--- src/rtl/multi_bit_synchronizer_pkg.sv ---
// Shared constants and helpers for the multi-channel synchronizer.
package sync_pkg;

  localparam int SYNC_MIN_STAGES = 2;
  localparam int SYNC_MIN_FILTER = 1;

  function automatic int sync_cnt_width(input int filter_cycles);
    return (filter_cycles < 1) ? 1 : $clog2(filter_cycles + 1);
  endfunction

endpackage

--- src/rtl/multi_bit_synchronizer_if.sv ---
// Level/pulse bundle between asynchronous sources and the synchronized domain.
interface multi_bit_synchronizer_if #(
  parameter int WIDTH = 8
);

  logic [WIDTH-1:0] bits_in;
  logic [WIDTH-1:0] bits_out;
  logic [WIDTH-1:0] rise_out;
  logic [WIDTH-1:0] fall_out;
  logic             changed_out;

  modport master (
    output bits_in,
    input  bits_out,
    input  rise_out,
    input  fall_out,
    input  changed_out
  );

  modport slave (
    input  bits_in,
    output bits_out,
    output rise_out,
    output fall_out,
    output changed_out
  );

endinterface

--- src/rtl/multi_bit_synchronizer_channel.sv ---
// One synchronizer channel: metastability chain, optional stability filter
// (SYNC_FILTER_EN), registered level and rise/fall pulses.
module sync_channel
  import sync_pkg::*;
#(
  parameter int   STAGES        = 3,
  parameter logic INIT          = 1'b0,
  parameter int   FILTER_CYCLES = 4
) (
  input  logic clk_in,
  input  logic rst_in,
  input  logic i_bit,
  output logic o_bit,
  output logic o_rise,
  output logic o_fall,
  output logic o_edge_next
);

  (* ASYNC_REG = "TRUE" *) logic [STAGES-1:0] r_chain;
  logic w_sync;
  logic w_bit_next;
  logic r_bit;
  logic r_rise;
  logic r_fall;

  always_ff @(posedge clk_in or posedge rst_in) begin
    if (rst_in) begin
      r_chain <= {STAGES{INIT}};
    end else begin
      r_chain <= {r_chain[STAGES-2:0], i_bit};
    end
  end

  assign w_sync = r_chain[STAGES-1];

`ifdef SYNC_FILTER_EN
  localparam int CW = sync_cnt_width(FILTER_CYCLES);
  localparam logic [CW-1:0] CNT_LAST = CW'(FILTER_CYCLES - 1);

  logic [CW-1:0] r_cnt;
  logic [CW-1:0] w_cnt_next;

  // Output follows only after FILTER_CYCLES consecutive differing samples.
  always_comb begin
    w_bit_next = r_bit;
    w_cnt_next = '0;
    if (w_sync != r_bit) begin
      if (r_cnt == CNT_LAST) begin
        w_bit_next = w_sync;
      end else begin
        w_cnt_next = r_cnt + 1'b1;
      end
    end
  end

  always_ff @(posedge clk_in or posedge rst_in) begin
    if (rst_in) begin
      r_cnt <= '0;
    end else begin
      r_cnt <= w_cnt_next;
    end
  end
`else
  logic w_unused_filter;

  assign w_unused_filter = |FILTER_CYCLES;
  assign w_bit_next      = w_sync;
`endif

  always_ff @(posedge clk_in or posedge rst_in) begin
    if (rst_in) begin
      r_bit  <= INIT;
      r_rise <= 1'b0;
      r_fall <= 1'b0;
    end else begin
      r_bit  <= w_bit_next;
      r_rise <= w_bit_next & ~r_bit;
      r_fall <= ~w_bit_next & r_bit;
    end
  end

  assign o_bit       = r_bit;
  assign o_rise      = r_rise;
  assign o_fall      = r_fall;
  assign o_edge_next = w_bit_next ^ r_bit;

endmodule

--- src/rtl/multi_bit_synchronizer.sv ---
// Multi-channel synchronizer for independent quasi-static bits; the stability
// filter is built only when SYNC_FILTER_EN is defined.
module multi_bit_synchronizer
  import sync_pkg::*;
#(
  parameter int               WIDTH         = 8,
  parameter int               STAGES        = 3,
  parameter logic [WIDTH-1:0] INITIALIZE    = '0,
  parameter int               FILTER_CYCLES = 4
) (
  input  logic                     clk_in,
  input  logic                     rst_in,
  multi_bit_synchronizer_if.slave  sync_bus
);

  if (STAGES < SYNC_MIN_STAGES) begin : g_bad_stages
    $error("multi_bit_synchronizer: STAGES must be at least %0d", SYNC_MIN_STAGES);
  end

`ifdef SYNC_FILTER_EN
  if (FILTER_CYCLES < SYNC_MIN_FILTER) begin : g_bad_filter
    $error("multi_bit_synchronizer: FILTER_CYCLES must be at least %0d", SYNC_MIN_FILTER);
  end
`endif

  logic [WIDTH-1:0] w_bits_out;
  logic [WIDTH-1:0] w_rise;
  logic [WIDTH-1:0] w_fall;
  logic [WIDTH-1:0] w_edge_next;
  logic             r_changed;

  for (genvar gi = 0; gi < WIDTH; gi++) begin : g_ch
    sync_channel #(
      .STAGES        (STAGES),
      .INIT          (INITIALIZE[gi]),
      .FILTER_CYCLES (FILTER_CYCLES)
    ) u_ch (
      .clk_in      (clk_in),
      .rst_in      (rst_in),
      .i_bit       (sync_bus.bits_in[gi]),
      .o_bit       (w_bits_out[gi]),
      .o_rise      (w_rise[gi]),
      .o_fall      (w_fall[gi]),
      .o_edge_next (w_edge_next[gi])
    );
  end

  // Built from next-state edges so it lines up with the per-channel pulses.
  always_ff @(posedge clk_in or posedge rst_in) begin
    if (rst_in) begin
      r_changed <= 1'b0;
    end else begin
      r_changed <= |w_edge_next;
    end
  end

  assign sync_bus.bits_out    = w_bits_out;
  assign sync_bus.rise_out    = w_rise;
  assign sync_bus.fall_out    = w_fall;
  assign sync_bus.changed_out = r_changed;

endmodule

--- src/flat_wrapper.sv ---
// flat-port wrapper written by rule: the top's interface ports become plain ports
module multi_bit_synchronizer_flat import sync_pkg::*;
#(
  parameter int               WIDTH         = 8,
  parameter int               STAGES        = 3,
  parameter logic [WIDTH-1:0] INITIALIZE    = '0,
  parameter int               FILTER_CYCLES = 4
)
  (clk_in, rst_in, sync_bus_bits_in, sync_bus_bits_out, sync_bus_rise_out, sync_bus_fall_out, sync_bus_changed_out);
  multi_bit_synchronizer_if #(.WIDTH(WIDTH)) sync_bus_i ();
  input  logic clk_in;
  input  logic rst_in;
  input wire logic [$bits(sync_bus_i.bits_in)-1:0] sync_bus_bits_in;
  output wire logic [$bits(sync_bus_i.bits_out)-1:0] sync_bus_bits_out;
  output wire logic [$bits(sync_bus_i.rise_out)-1:0] sync_bus_rise_out;
  output wire logic [$bits(sync_bus_i.fall_out)-1:0] sync_bus_fall_out;
  output wire logic [$bits(sync_bus_i.changed_out)-1:0] sync_bus_changed_out;
  assign sync_bus_i.bits_in = sync_bus_bits_in;
  assign sync_bus_bits_out = sync_bus_i.bits_out;
  assign sync_bus_rise_out = sync_bus_i.rise_out;
  assign sync_bus_fall_out = sync_bus_i.fall_out;
  assign sync_bus_changed_out = sync_bus_i.changed_out;
  multi_bit_synchronizer #(.WIDTH(WIDTH), .STAGES(STAGES), .INITIALIZE(INITIALIZE), .FILTER_CYCLES(FILTER_CYCLES)) u_core (.clk_in(clk_in), .rst_in(rst_in), .sync_bus(sync_bus_i));
endmodule
--- config.mk ---
export PLATFORM = sky130hd
export DESIGN_NAME = multi_bit_synchronizer_flat
export DESIGN_NICKNAME = d
export VERILOG_FILES = /design/src/rtl/multi_bit_synchronizer_pkg.sv /design/src/rtl/multi_bit_synchronizer_if.sv /design/src/rtl/multi_bit_synchronizer_channel.sv /design/src/rtl/multi_bit_synchronizer.sv /design/src/flat_wrapper.sv
export SDC_FILE = /design/constraint.sdc
export NUM_CORES = 1
export LEC_CHECK = 0
export ABC_AREA = 1
export CORE_MARGIN = 2
export CORE_UTILIZATION = 45
export CTS_BUF_LIST = sky130_fd_sc_hd__clkbuf_8
export DETAILED_ROUTE_END_ITERATION = 7
export PLACE_DENSITY = 0.74
export SLEW_MARGIN = 40
export SYNTH_ARGS = -nofsm -noshare
export SYNTH_HDL_FRONTEND = slang
export SYNTH_SLANG_ARGS = --single-unit
--- constraint.sdc ---
create_clock -name clk_in -period 1.4 [get_ports clk_in]
set_clock_uncertainty 0.05 [all_clocks]
set_input_delay 0.28 -clock clk_in [delete_from_list [all_inputs] [get_ports clk_in]]
set_output_delay 0.28 -clock clk_in [all_outputs]
set_load 0.1 [all_outputs]
==> metrics.csv, run 1 <==
stage,metric,value,unit
worst_hold_path,worstHoldPathType,reg2reg,
cts,cts_tree,yes,
cts,cts_hold_buf,0,
flow_run,drv_cap,0,
yosys,ys_seq_area_share,72.27,%
timing,final_hold_viol_count,0,
floorplan,fp-row-count,22,
yosys,ys_warn_count,0,
yosys,netlist_instances,113,
place,io_buffers,34,
cells_and_area,fin_util,62.67,%
global_routing,grt_start_max_net_pins,50,
yosys,yosys-top-cells-area,"dfrtp_1, ha_1, buf_4",
setup_path,crit_family,flip-flops,
cts,ctsResizeCount,0,
floorplan,initial_utilization,46.69,%
setup_path,critPathBufInv,1,
cells_and_area,diodes,0,
routing,drc_errors,0,
setup_path,cpMaxStageDelayCell,dfrtp_1,
global_routing,overflow,0,
setup_path,crit_chain,buf_12,
setup_path,worstSetupPathType,reg2out,
yosys,synth_top_area_share,72.27,%
worst_hold_path,worstHoldStart,u_core.g_ch[4].u_ch.r_chain[1],
setup_path,path_max_fanout,3,
global_routing,grt_pass1_vias,716,
cells_and_area,final_cell_area,2277,sq um
routing,vias_per_cell,4.050,
yosys,synth_top_cell_by_area,dfrtp_1,
setup_path,start_kind,flop,
timing,max_freq,798.3,MHz
yosys,ys_top_cells_by_count,"dfrtp_1, buf_4, inv_1",
timing,setup_ws,147.3,ps
routing,avgRoutedWirePerCell,10.45,um
power,powerDensity,1243,nW/um^2
cts,clk_pin_slew,80,ps
yosys,synthFlopType,dfrtp_1,
cts,cts_root_buffer,clkbuf_8,
setup_path,critical_path_arrival,920,ps
global_routing,grt_usage,10.55,%
yosys,ys_types,6,
power,vdd_ir_drop_max,0.0007677,V
setup_path,crit_start,u_core.g_ch[2].u_ch.o_bit,
yosys,synth_most_common_cell,dfrtp_1,
place,detailed_place_hpwl,1.388,mm
cts,cts_max_path_buffers,2,
setup_path,max_stage_delay,430,ps
cts,htreeDepth,2,
routing,dr.pass1.iters,4,
floorplan,core_area,3633,sq um
timing,rsz0062_at_grt,no,
routing,ant_nets,0,
floorplan,die_x,65.40,um
place,dpl_cell_area,2191,sq um
setup_path,cp.required,1070,ps
place,dp_slack,238.1,ps
timing,slew_headroom,83.78,%
setup_path,r2r_start,u_core.g_ch[2].u_ch.o_bit,
routing,drtIter0Drc,28,
global_routing,grt_pass1_wl,3.167,mm
timing,maxSlewViolCount,0,
floorplan,die_h,65.40,um
yosys,yosys_register_bits,49,
timing,period_share,89.48,%
yosys,synth.avg_cell_area,15.01,sq um
floorplan,io_pins,35,
cts,clkSinkCount,49,
cells_and_area,syn2layout_area_growth,34.22,%
outcome,status,"complete, no violations",
timing,max_slew.worst_pin.slew,243.3,ps
timing,post-route-min-period,1253,ps
cells_and_area,nets,157,
yosys,synth_nets,139,
yosys,async_flop_share,100.0,%
timing,fin_hold_ws,301.4,ps
setup_path,critPathCaptureType,primary output,
timing,setup_tns,0,ps
cts,clock_latency,290,ps
yosys,synth_edf_count,0,
floorplan,dieArea,4277,sq um
timing,setup_viol,0,
power,p_leak,1.129,nW
cts,cts_buffers,5,
routing,routed_wl,1.871,mm
place,routabilityCongestion,0.7076,
cells_and_area,drive_gt1_share,25.19,%
yosys,syn-cell-area,1697,sq um
routing,vias,725,
global_routing,antenna_found_initial,0,
cts,post_cts_buffers,0,
==> metal layers <==
layer | track usage (%) | vias to the layer above | share of wire, % | routed length [um]
li1 | - | 343 | - | -
met1 | 10.24 | 344 | 36 | 676
met2 | 17.73 | 31 | 53 | 989
met3 | 3.938 | 7 | 7.6 | 143
met4 | 8.594 | 0 | 3.3 | 62
met5 | 0 | - | 0 | 0
==> cell type report <==
type	count	area (sq um)
clock buffers	6	82.58
clock inverters	1	3.754
fillers	290	1356
inverters	17	67.56
multi-input cells	23	226.5
flip-flops and latches	49	1226
well taps	48	60.06
repair buffers	35	610.6
==> report_power, final <==
part | total [W] | internal [W] | switching [W] | leakage (nW)
logic | 0.000516 | 0.000182 | 0.000333 | 0.493
clock network | 0.000779 | 0.000384 | 0.000395 | 0.0485
registers | 0.00154 | 0.00148 | 0.0000507 | 0.588
total | 0.00283 | 0.00205 | 0.000779 | 1.13
==> through the flow <==
step	cells	power, W
after floorplan	113	0.001912
after global placement	172	0.002075
after detailed placement	172	0.002089
after CTS	179	0.002873
after global routing	179	0.002946
final	179	0.002830
==> state kept, by name (all words and copies together) (netlist names) <==
| name | count |
|---|---|
| u_core.g_ch.u_ch.o_bit | 8 |
| u_core.g_ch.u_ch.o_fall | 8 |
| u_core.g_ch.u_ch.o_rise | 8 |
| u_core.g_ch.u_ch.r_chain | 24 |
| u_core.sync_bus.changed_out | 1 |
==> kinds of logic (layout without fill, tap and decap cells) <==
| group | after synthesis | after routing | synth area share (%) |
|---|---|---|---|
| buf+inv | 41 | 59 | 14.38 |
| flops | 49 | 49 | 72.27 |
| fa+ha+maj | 16 | 16 | 11.80 |
| simple gates | 7 | 7 | 1.549 |
==> worst reg2reg max path, stage by stage, from the launching register on <==
cell	delay, ps
dfrtp_1	430
inv_1	60
ha_1	270
nand2_1	40
nor2_1	120
nand2_1	60
==> final timing paths <==
kind | slack (ps) | cells after the start | endpoint
min | 300 | 0 | u_core.g_ch[4].u_ch.r_chain[2]
min in group asynchronous | 330 | 3 | u_core.g_ch[2].u_ch.r_chain[0]
max in group asynchronous | 760 | 3 | u_core.g_ch[3].u_ch.o_rise
max reg2reg | 260 | 5 | u_core.sync_bus.changed_out
min reg2reg | 300 | 0 | u_core.g_ch[4].u_ch.r_chain[2]
max | 150 | 1 | sync_bus_bits_out[2]
==> cell usage in the layout, fill, tap and decap left out <==
cell type	n
nand2_1	5
clkbuf_8	6
ha_1	16
clkdlybuf4s50_1	9
inv_1	17
buf_12	26
dfrtp_1	49
nor2_1	2
clkinvlp_4	1
Power figures use the tool's default switching activity.
==> inputs of run 2 (changes only) <==
CORE_UTILIZATION = 44   (was 45)
CTS_BUF_LIST = unset   (was sky130_fd_sc_hd__clkbuf_8)
PLACE_DENSITY = 0.73   (was 0.74)
==> run 2 against run 1 <==
Clock power increased by 0.8%. Combinational power grew 2%. Worst hold slack worse by 42 ps. Largest power group unchanged. Critical path type unchanged.
==> metrics.csv, run 2 (synthesis results as in run 1) <==
stage,metric,value,unit,change
outcome,status,"complete, no violations",,unchanged
setup_path,worstSetupPathType,reg2out,,unchanged
setup_path,critPathCaptureType,primary output,,unchanged
routing,drtIter0Drc,12,,was 28
power,p_leak,1.134,nW,was 1.129 nW
setup_path,cp.required,1070,ps,about the same
cells_and_area,seq_area,1226,sq um,unchanged
cells_and_area,diodes,0,,unchanged
power,clkPwrFrac,27.6,%,was 27.5%
power,power.switching,0.0007822,W,was 0.0007787 W
setup_path,critPathBufInv,1,,unchanged
global_routing,grt_pass1_vias,756,,was 716
cells_and_area,multi_input_area,226.5,sq um,unchanged
cts,clock_latency,280,ps,was 290 ps
routing,drc_errors,0,,unchanged
timing,maxSlewViolCount,0,,unchanged
timing,max_slew.worst_pin.slew,347.7,ps,was 243.3 ps
global_routing,overflow,0,,unchanged
setup_path,critical_path_arrival,920,ps,about the same
setup_path,r2r_end,u_core.sync_bus.changed_out,,unchanged
cts,clk_pin_slew,80,ps,about the same
place,detailed_place_hpwl,1.595,mm,was 1.388 mm
routing,ant_nets,0,,unchanged
setup_path,start_kind,flop,,unchanged
setup_path,crit_start,u_core.g_ch[4].u_ch.o_bit,,was u_core.g_ch[2].u_ch.o_bit
routing,vias,737,,was 725
setup_path,crit_chain,buf_12,,unchanged
routing,wl_met1,718,um,was 676 um
setup_path,reg2reg_slack,260,ps,about the same
timing,max_freq,800.4,MHz,was 798.3 MHz
timing,period_share,89.24,%,was 89.48%
setup_path,cpMaxStageDelayCell,dfrtp_1,,unchanged
routing,met2_length,1.078,mm,was 989 um
power,comb_power_share,18.5,%,was 18.2%
power,intPower,0.002064,W,was 0.002052 W
power,p_sw_share,27.48,%,was 27.51%
power,powerDensity,1239,nW/um^2,was 1243 nW/um^2
cts,htreeDepth,2,,unchanged
global_routing,grt_pass1_wl,3.422,mm,was 3.167 mm
global_routing,grt_start_max_net_pins,23,,was 50
cts,cts_hold_buf,0,,unchanged
floorplan,core_area,3689,sq um,was 3633 sq um
setup_path,rr_worst_depth,5,,unchanged
routing,maxUsedRoutingLayer,met4,,unchanged
floorplan,initial_utilization,46.00,%,was 46.69%
cts,cts_max_path_buffers,2,,unchanged
cts,cts_tree,yes,,unchanged
global_routing,grt_usage,11.26,%,was 10.55%
routing,routed_wl,1.992,mm,was 1.871 mm
setup_path,r2r_start,u_core.g_ch[7].u_ch.o_bit,,was u_core.g_ch[2].u_ch.o_bit
routing,dr.pass1.iters,2,,was 4
power,pwr-share-seq,54.0,%,was 54.3%
cells_and_area,nets,158,,was 157
routing,avgRoutedWirePerCell,11.07,um,was 10.45 um
worst_hold_path,worstHoldPathType,in2async,,was reg2reg
floorplan,dieArea,4369,sq um,was 4277 sq um
routing,dr_wl_met3,149,um,was 143 um
timing,setup_viol,0,,unchanged
timing,setup_tns,0,ps,unchanged
floorplan,fp-row-count,22,,unchanged
floorplan,die_x,66.10,um,was 65.40 um
cts,post_cts_buffers,0,,unchanged
timing,final_hold_viol_count,0,,unchanged
cts,ctsResizeCount,0,,unchanged
cts,clkSinkCount,49,,unchanged
timing,rsz0062_at_grt,no,,unchanged
cells_and_area,syn2layout_area_growth,35.40,%,was 34.22%
floorplan,io_pins,35,,unchanged
cts,cts_root_buffer,clkbuf_8,,unchanged
routing,vias_per_cell,4.094,,was 4.050
place,io_buffers,34,,unchanged
cells_and_area,top_register,u_core.g_ch.u_ch.r_chain,,unchanged
power,vdd_ir_drop_max,0.0007061,V,was 0.0007677 V
global_routing,antenna_found_initial,0,,unchanged
cells_and_area,final_cell_mix,"dfrtp_1, buf_12, inv_1, ha_1, clkdlybuf4s50_1",,"was dfrtp_1, buf_12, inv_1"
flow_run,drv_cap,0,,unchanged
place,routabilityCongestion,0.7177,,was 0.7076
floorplan,die_h,66.10,um,was 65.40 um
cells_and_area,drive_gt1_share,25.76,%,was 25.19%
cells_and_area,largest_reg_flops,24,,unchanged
timing,slew_headroom,76.77,%,was 83.78%
timing,post-route-min-period,1249,ps,was 1253 ps
setup_path,path_max_fanout,3,,unchanged
cells_and_area,num-fill-cells,290,,unchanged
cells_and_area,final_common_cell,dfrtp_1,,unchanged
setup_path,max_stage_delay,430,ps,about the same
cells_and_area,fin_util,62.28,%,was 62.67%
setup_path,crit_family,flip-flops,,unchanged
cts,cts_buffers,5,,unchanged
run 2: final cells by class:
type                            instances  share of cell area [%]
Sequential cell                        49                   53.38
Inverter                               17                   2.941
Tap cell                               48                   2.614
Multi-Input combinational cell         23                   9.858
Timing Repair Buffer                   36                   27.45
Clock buffer                            7                   3.758
run 2: worst max path at each step:
stage	slack, ps	cells after the start	endpoint
2_1_floorplan	190	0	sync_bus_changed_out
3_3_place_gp	290	5	u_core.sync_bus.changed_out
3_5_place_dp	260	5	u_core.sync_bus.changed_out
4_1_cts	130	1	sync_bus_bits_out[4]
5_1_grt	90	1	sync_bus_bits_out[3]
6_report	150	1	sync_bus_bits_out[4]
run 2: power groups by stage:
stage / Clock [W] / Sequential [W] / Combinational (W)
after floorplan: 0 / 0.00154 / 0.000376
after global placement: 0 / 0.00156 / 0.000524
after detailed placement: 0 / 0.00157 / 0.000532
after CTS: 0.000815 / 0.00154 / 0.000533
after global routing: 0.000884 / 0.00155 / 0.000553
final: 0.000785 / 0.00154 / 0.000526
run 2: per-stage QoR:
step / hold slack (ps) / std cells / total power [W] / worst slack [ps] / cell area, sq um
after floorplan: 261.4 / 113 / 0.001912 / 186.7 / 1700
after global placement: 282.9 / 173 / 0.002084 / 292.3 / 2211
after detailed placement: 284.7 / 173 / 0.002099 / 257.9 / 2211
after CTS: 260.5 / 180 / 0.002886 / 134.8 / 2297
after global routing: 269.2 / 180 / 0.002982 / 92.89 / 2297
final: 259.7 / 180 / 0.002846 / 150.6 / 2297
run 2: layer usage:
layer,GRT usage [%],vias to the layer above
met1,12.84,362
met3,4.259,6
li1,-,343
met5,0,-
met2,18.25,26
met4,6.122,0
==> inputs of run 3 (changes only) <==
PLACE_DENSITY = 0.74   (was 0.73)
SYNTH_HIERARCHICAL = 1   (was unset)
==> run 3 against run 2 <==
Maximum frequency down 9.1%. Wire length is 23% higher. Total power grew 1.2%. Worst setup slack worse by 120 ps. Highest routed layer unchanged. Largest cell class unchanged. Critical endpoint is now sync_bus_bits_out[3]. Combinational power increased by 5.5%. Clock power is essentially flat. Register-to-register slack worse by 150 ps.
==> metrics.csv, run 3 <==
stage,metric,value,unit,change
timing,setup_viol,0,,unchanged
flow_run,drv_cap,0,,unchanged
timing,post-route-min-period,1374,ps,was 1249 ps
routing,vias,862,,was 737
outcome,status,"complete, no violations",,unchanged
yosys,synth_top_family_by_area,adder cells,,was buffers and inverters
cells_and_area,final_cell_mix,"inv_1, dfrtp_1, buf_12",,"was dfrtp_1, buf_12, inv_1, ha_1, clkdlybuf4s50_1"
power,intPower,0.002064,W,about the same
routing,ant_nets,0,,unchanged
floorplan,initial_utilization,47.03,%,was 46.00%
cts,cts_buffers,5,,unchanged
yosys,ys_warn_count,6,,was 0
global_routing,grt_pass1_wl,4.243,mm,was 3.422 mm
cells_and_area,fin_util,70.44,%,was 62.28%
routing,drtIter0Drc,18,,was 12
power,p_sw_share,28.34,%,was 27.48%
global_routing,grt.met2_usage,22.66,%,was 18.25%
yosys,synthFlopType,dfrtp_1,,unchanged
cts,cts_max_path_buffers,2,,unchanged
yosys,synth_nets,139,,unchanged
cells_and_area,num-fill-cells,243,,was 290
global_routing,use_met1,16.21,%,was 12.84%
cells_and_area,diodes,0,,unchanged
power,comb_power_share,19.3,%,was 18.5%
place,dpl_cell_area,2285,sq um,was 2211 sq um
routing,routed_wl,2.447,mm,was 1.992 mm
setup_path,crit_family,flip-flops,,unchanged
yosys,netlist_instances,113,,unchanged
routing,avgRoutedWirePerCell,11.82,um,was 11.07 um
floorplan,fp-row-count,21,,was 22
yosys,synth_edf_count,0,,unchanged
yosys,synth_compound_area_share,0,%,unchanged
power,power.switching,0.0008163,W,was 0.0007822 W
cells_and_area,top_register,u_core/g_ch.u_ch/r_chain,,was u_core.g_ch.u_ch.r_chain
global_routing,gr-max-usage-layer,met2,,unchanged
timing,final_hold_viol_count,0,,unchanged
global_routing,grt_start_max_net_pins,16,,was 23
setup_path,worstSetupPathType,reg2out,,unchanged
timing,period_share,98.17,%,was 89.24%
power,powerDensity,1197,nW/um^2,was 1239 nW/um^2
cells_and_area,nets,186,,was 158
yosys,synth_top_cell_by_area,dfrtp_1,,unchanged
floorplan,core_area,3416,sq um,was 3689 sq um
cts,htreeDepth,2,,unchanged
yosys,synth-simple-area-share,1.636,%,was 1.549%
setup_path,reg2reg_slack,110,ps,was 260 ps
cts,cts_root_buffer,clkbuf_4,,was clkbuf_8
cts,clkSinkCount,49,,unchanged
setup_path,max_stage_delay,520,ps,was 430 ps
place,post-place-cells,193,,was 173
yosys,yosys-top-cells-area,"dfrtp_1, ha_1, inv_1",,"was dfrtp_1, ha_1, buf_4"
timing,slew_headroom,75.62,%,was 76.77%
cells_and_area,final_cell_area,2406,sq um,was 2297 sq um
power,clkPwrFrac,27.2,%,was 27.6%
setup_path,r2r_start,u_core/g_ch[7].u_ch/o_bit,,was u_core.g_ch[7].u_ch.o_bit
cells_and_area,drive_gt1_share,28.57,%,was 25.76%
setup_path,start_kind,flop,,unchanged
worst_hold_path,worstHoldPathType,in2async,,unchanged
cts,clock_latency,350,ps,was 280 ps
cts,cts_tree,yes,,unchanged
yosys,synth_most_common_cell,dfrtp_1,,unchanged
routing,vias_per_cell,4.164,,was 4.094
timing,max_freq,727.6,MHz,was 800.4 MHz
routing,dr.pass1.iters,4,,was 2
yosys,synth.avg_cell_area,14.22,sq um,was 15.01 sq um
global_routing,grt_pass1_vias,974,,was 756
yosys,synth_fa_ha_area_share,12.46,%,was 11.80%
place,routabilityCongestion,0.6676,,was 0.7177
setup_path,path_max_fanout,2,,was 3
routing,drc_errors,0,,unchanged
place,io_buffers,34,,unchanged
floorplan,die_h,64.43,um,was 66.10 um
power,pwr-share-seq,53.6,%,was 54.0%
cells_and_area,instances_no_fill,207,,was 180
power,vdd_ir_drop_max,0.0007108,V,was 0.0007061 V
yosys,ys_top_cells_by_count,"dfrtp_1, inv_1, ha_1",,"was dfrtp_1, buf_4, inv_1"
yosys,yosys_register_bits,49,,unchanged
yosys,ys_seq_area_share,76.32,%,was 72.27%
power,p_leak,1.268,nW,was 1.134 nW
floorplan,die_x,64.43,um,was 66.10 um
setup_path,crit_chain,buf_12,,unchanged
yosys,synth_top_area_share,76.32,%,was 72.27%
setup_path,critPathCaptureType,primary output,,unchanged
cells_and_area,largest_reg_flops,24,,unchanged
global_routing,antenna_found_initial,0,,unchanged
setup_path,r2r_end,u_core/sync_bus.changed_out,,was u_core.sync_bus.changed_out
timing,max_slew.worst_pin.slew,364.6,ps,was 347.7 ps
yosys,synth_xor_xnor_area_share,0,%,unchanged
yosys,muxShareOfSynthArea,0,%,unchanged
yosys,ys_types,5,,was 6
yosys,syn-cell-area,1607,sq um,was 1697 sq um
timing,fin_hold_ws,253.0,ps,was 259.7 ps
timing,setup_tns,0,ps,unchanged
timing,rsz0062_at_grt,yes,,was no
global_routing,overflow,0,,unchanged
setup_path,critPathBufInv,1,,unchanged
floorplan,dieArea,4151,sq um,was 4369 sq um
setup_path,cp.required,1070,ps,about the same
global_routing,grtUsageMet3,5.035,%,was 4.259%
cells_and_area,syn2layout_area_growth,49.77,%,was 35.40%
place,detailed_place_hpwl,1.864,mm,was 1.595 mm
setup_path,cpMaxStageDelayCell,dfrtp_4,,was dfrtp_1
setup_path,rr_worst_depth,8,,was 5
timing,maxSlewViolCount,0,,unchanged
cts,clk_pin_slew,130,ps,was 80 ps
floorplan,io_pins,35,,unchanged
global_routing,grt_usage,14.03,%,was 11.26%
setup_path,critical_path_arrival,1040,ps,was 920 ps
yosys,async_flop_share,100.0,%,unchanged
run 3: metal layers:
| metal | vias up | routed length, um |
|---|---|---|
| li1 | 404 | - |
| met1 | 430 | 952 |
| met2 | 23 | 1280 |
| met3 | 5 | 162 |
| met4 | 0 | 52 |
| met5 | - | 0 |
run 3: area by class of cell:
type	instances	area, sq um	share of cell area, %
clock inverters	2	35.03	1.456
inverters	41	153.9	6.396
repair buffers	40	635.6	26.42
well taps	46	57.56	2.392
flip-flops and latches	49	1256	52.21
multi-input cells	23	226.5	9.412
clock buffers	6	41.29	1.716
run 3: per-stage QoR:
step / setup slack (ps) / power, W
after floorplan: 45.95 / 0.001882
after global placement: 223.8 / 0.002104
after detailed placement: 198.3 / 0.002119
after CTS: 6.265 / 0.002914
after global routing: -10.95 / 0.002999
final: 25.64 / 0.002881
run 3: power by group through the flow:
stage | sequential [W] | combinational, W | clock (W)
2_1_floorplan | 0.00181 | 0.0000700 | 0
3_3_place_gp | 0.00157 | 0.000534 | 0
3_5_place_dp | 0.00158 | 0.000544 | 0
4_1_cts | 0.00154 | 0.000559 | 0.000810
5_1_grt | 0.00155 | 0.000584 | 0.000862
6_report | 0.00154 | 0.000555 | 0.000783
run 3: worst max path at each step:
stage	from	endpoint	depth (start not counted)	slack, ps
final	u_core/g_ch[3].u_ch/o_bit	sync_bus_bits_out[3]	1	30
after CTS	u_core/g_ch[6].u_ch/o_bit	sync_bus_bits_out[6]	1	6
after global routing	u_core/g_ch[3].u_ch/o_bit	sync_bus_bits_out[3]	1	-10
after floorplan	u_core/g_ch[4].u_ch/o_bit	u_core/sync_bus.changed_out	7	50
after global placement	u_core/g_ch[6].u_ch/o_bit	u_core/sync_bus.changed_out	7	220
after detailed placement	u_core/g_ch[6].u_ch/o_bit	u_core/sync_bus.changed_out	7	200
run 3: kinds of logic after synthesis:
kind of cell               Yosys count
buffers and inverters               41
and+or+nand+nor                      7
adders and majority gates           16
DFF                                 49
run 3: repair_timing:
action | 4_1_cts | 5_1_grt
endpoints found under the setup margin | 5 | 8
hold buffers | 0 | 0
resized for setup | 0 | 0
setup buffers | 5 | 1
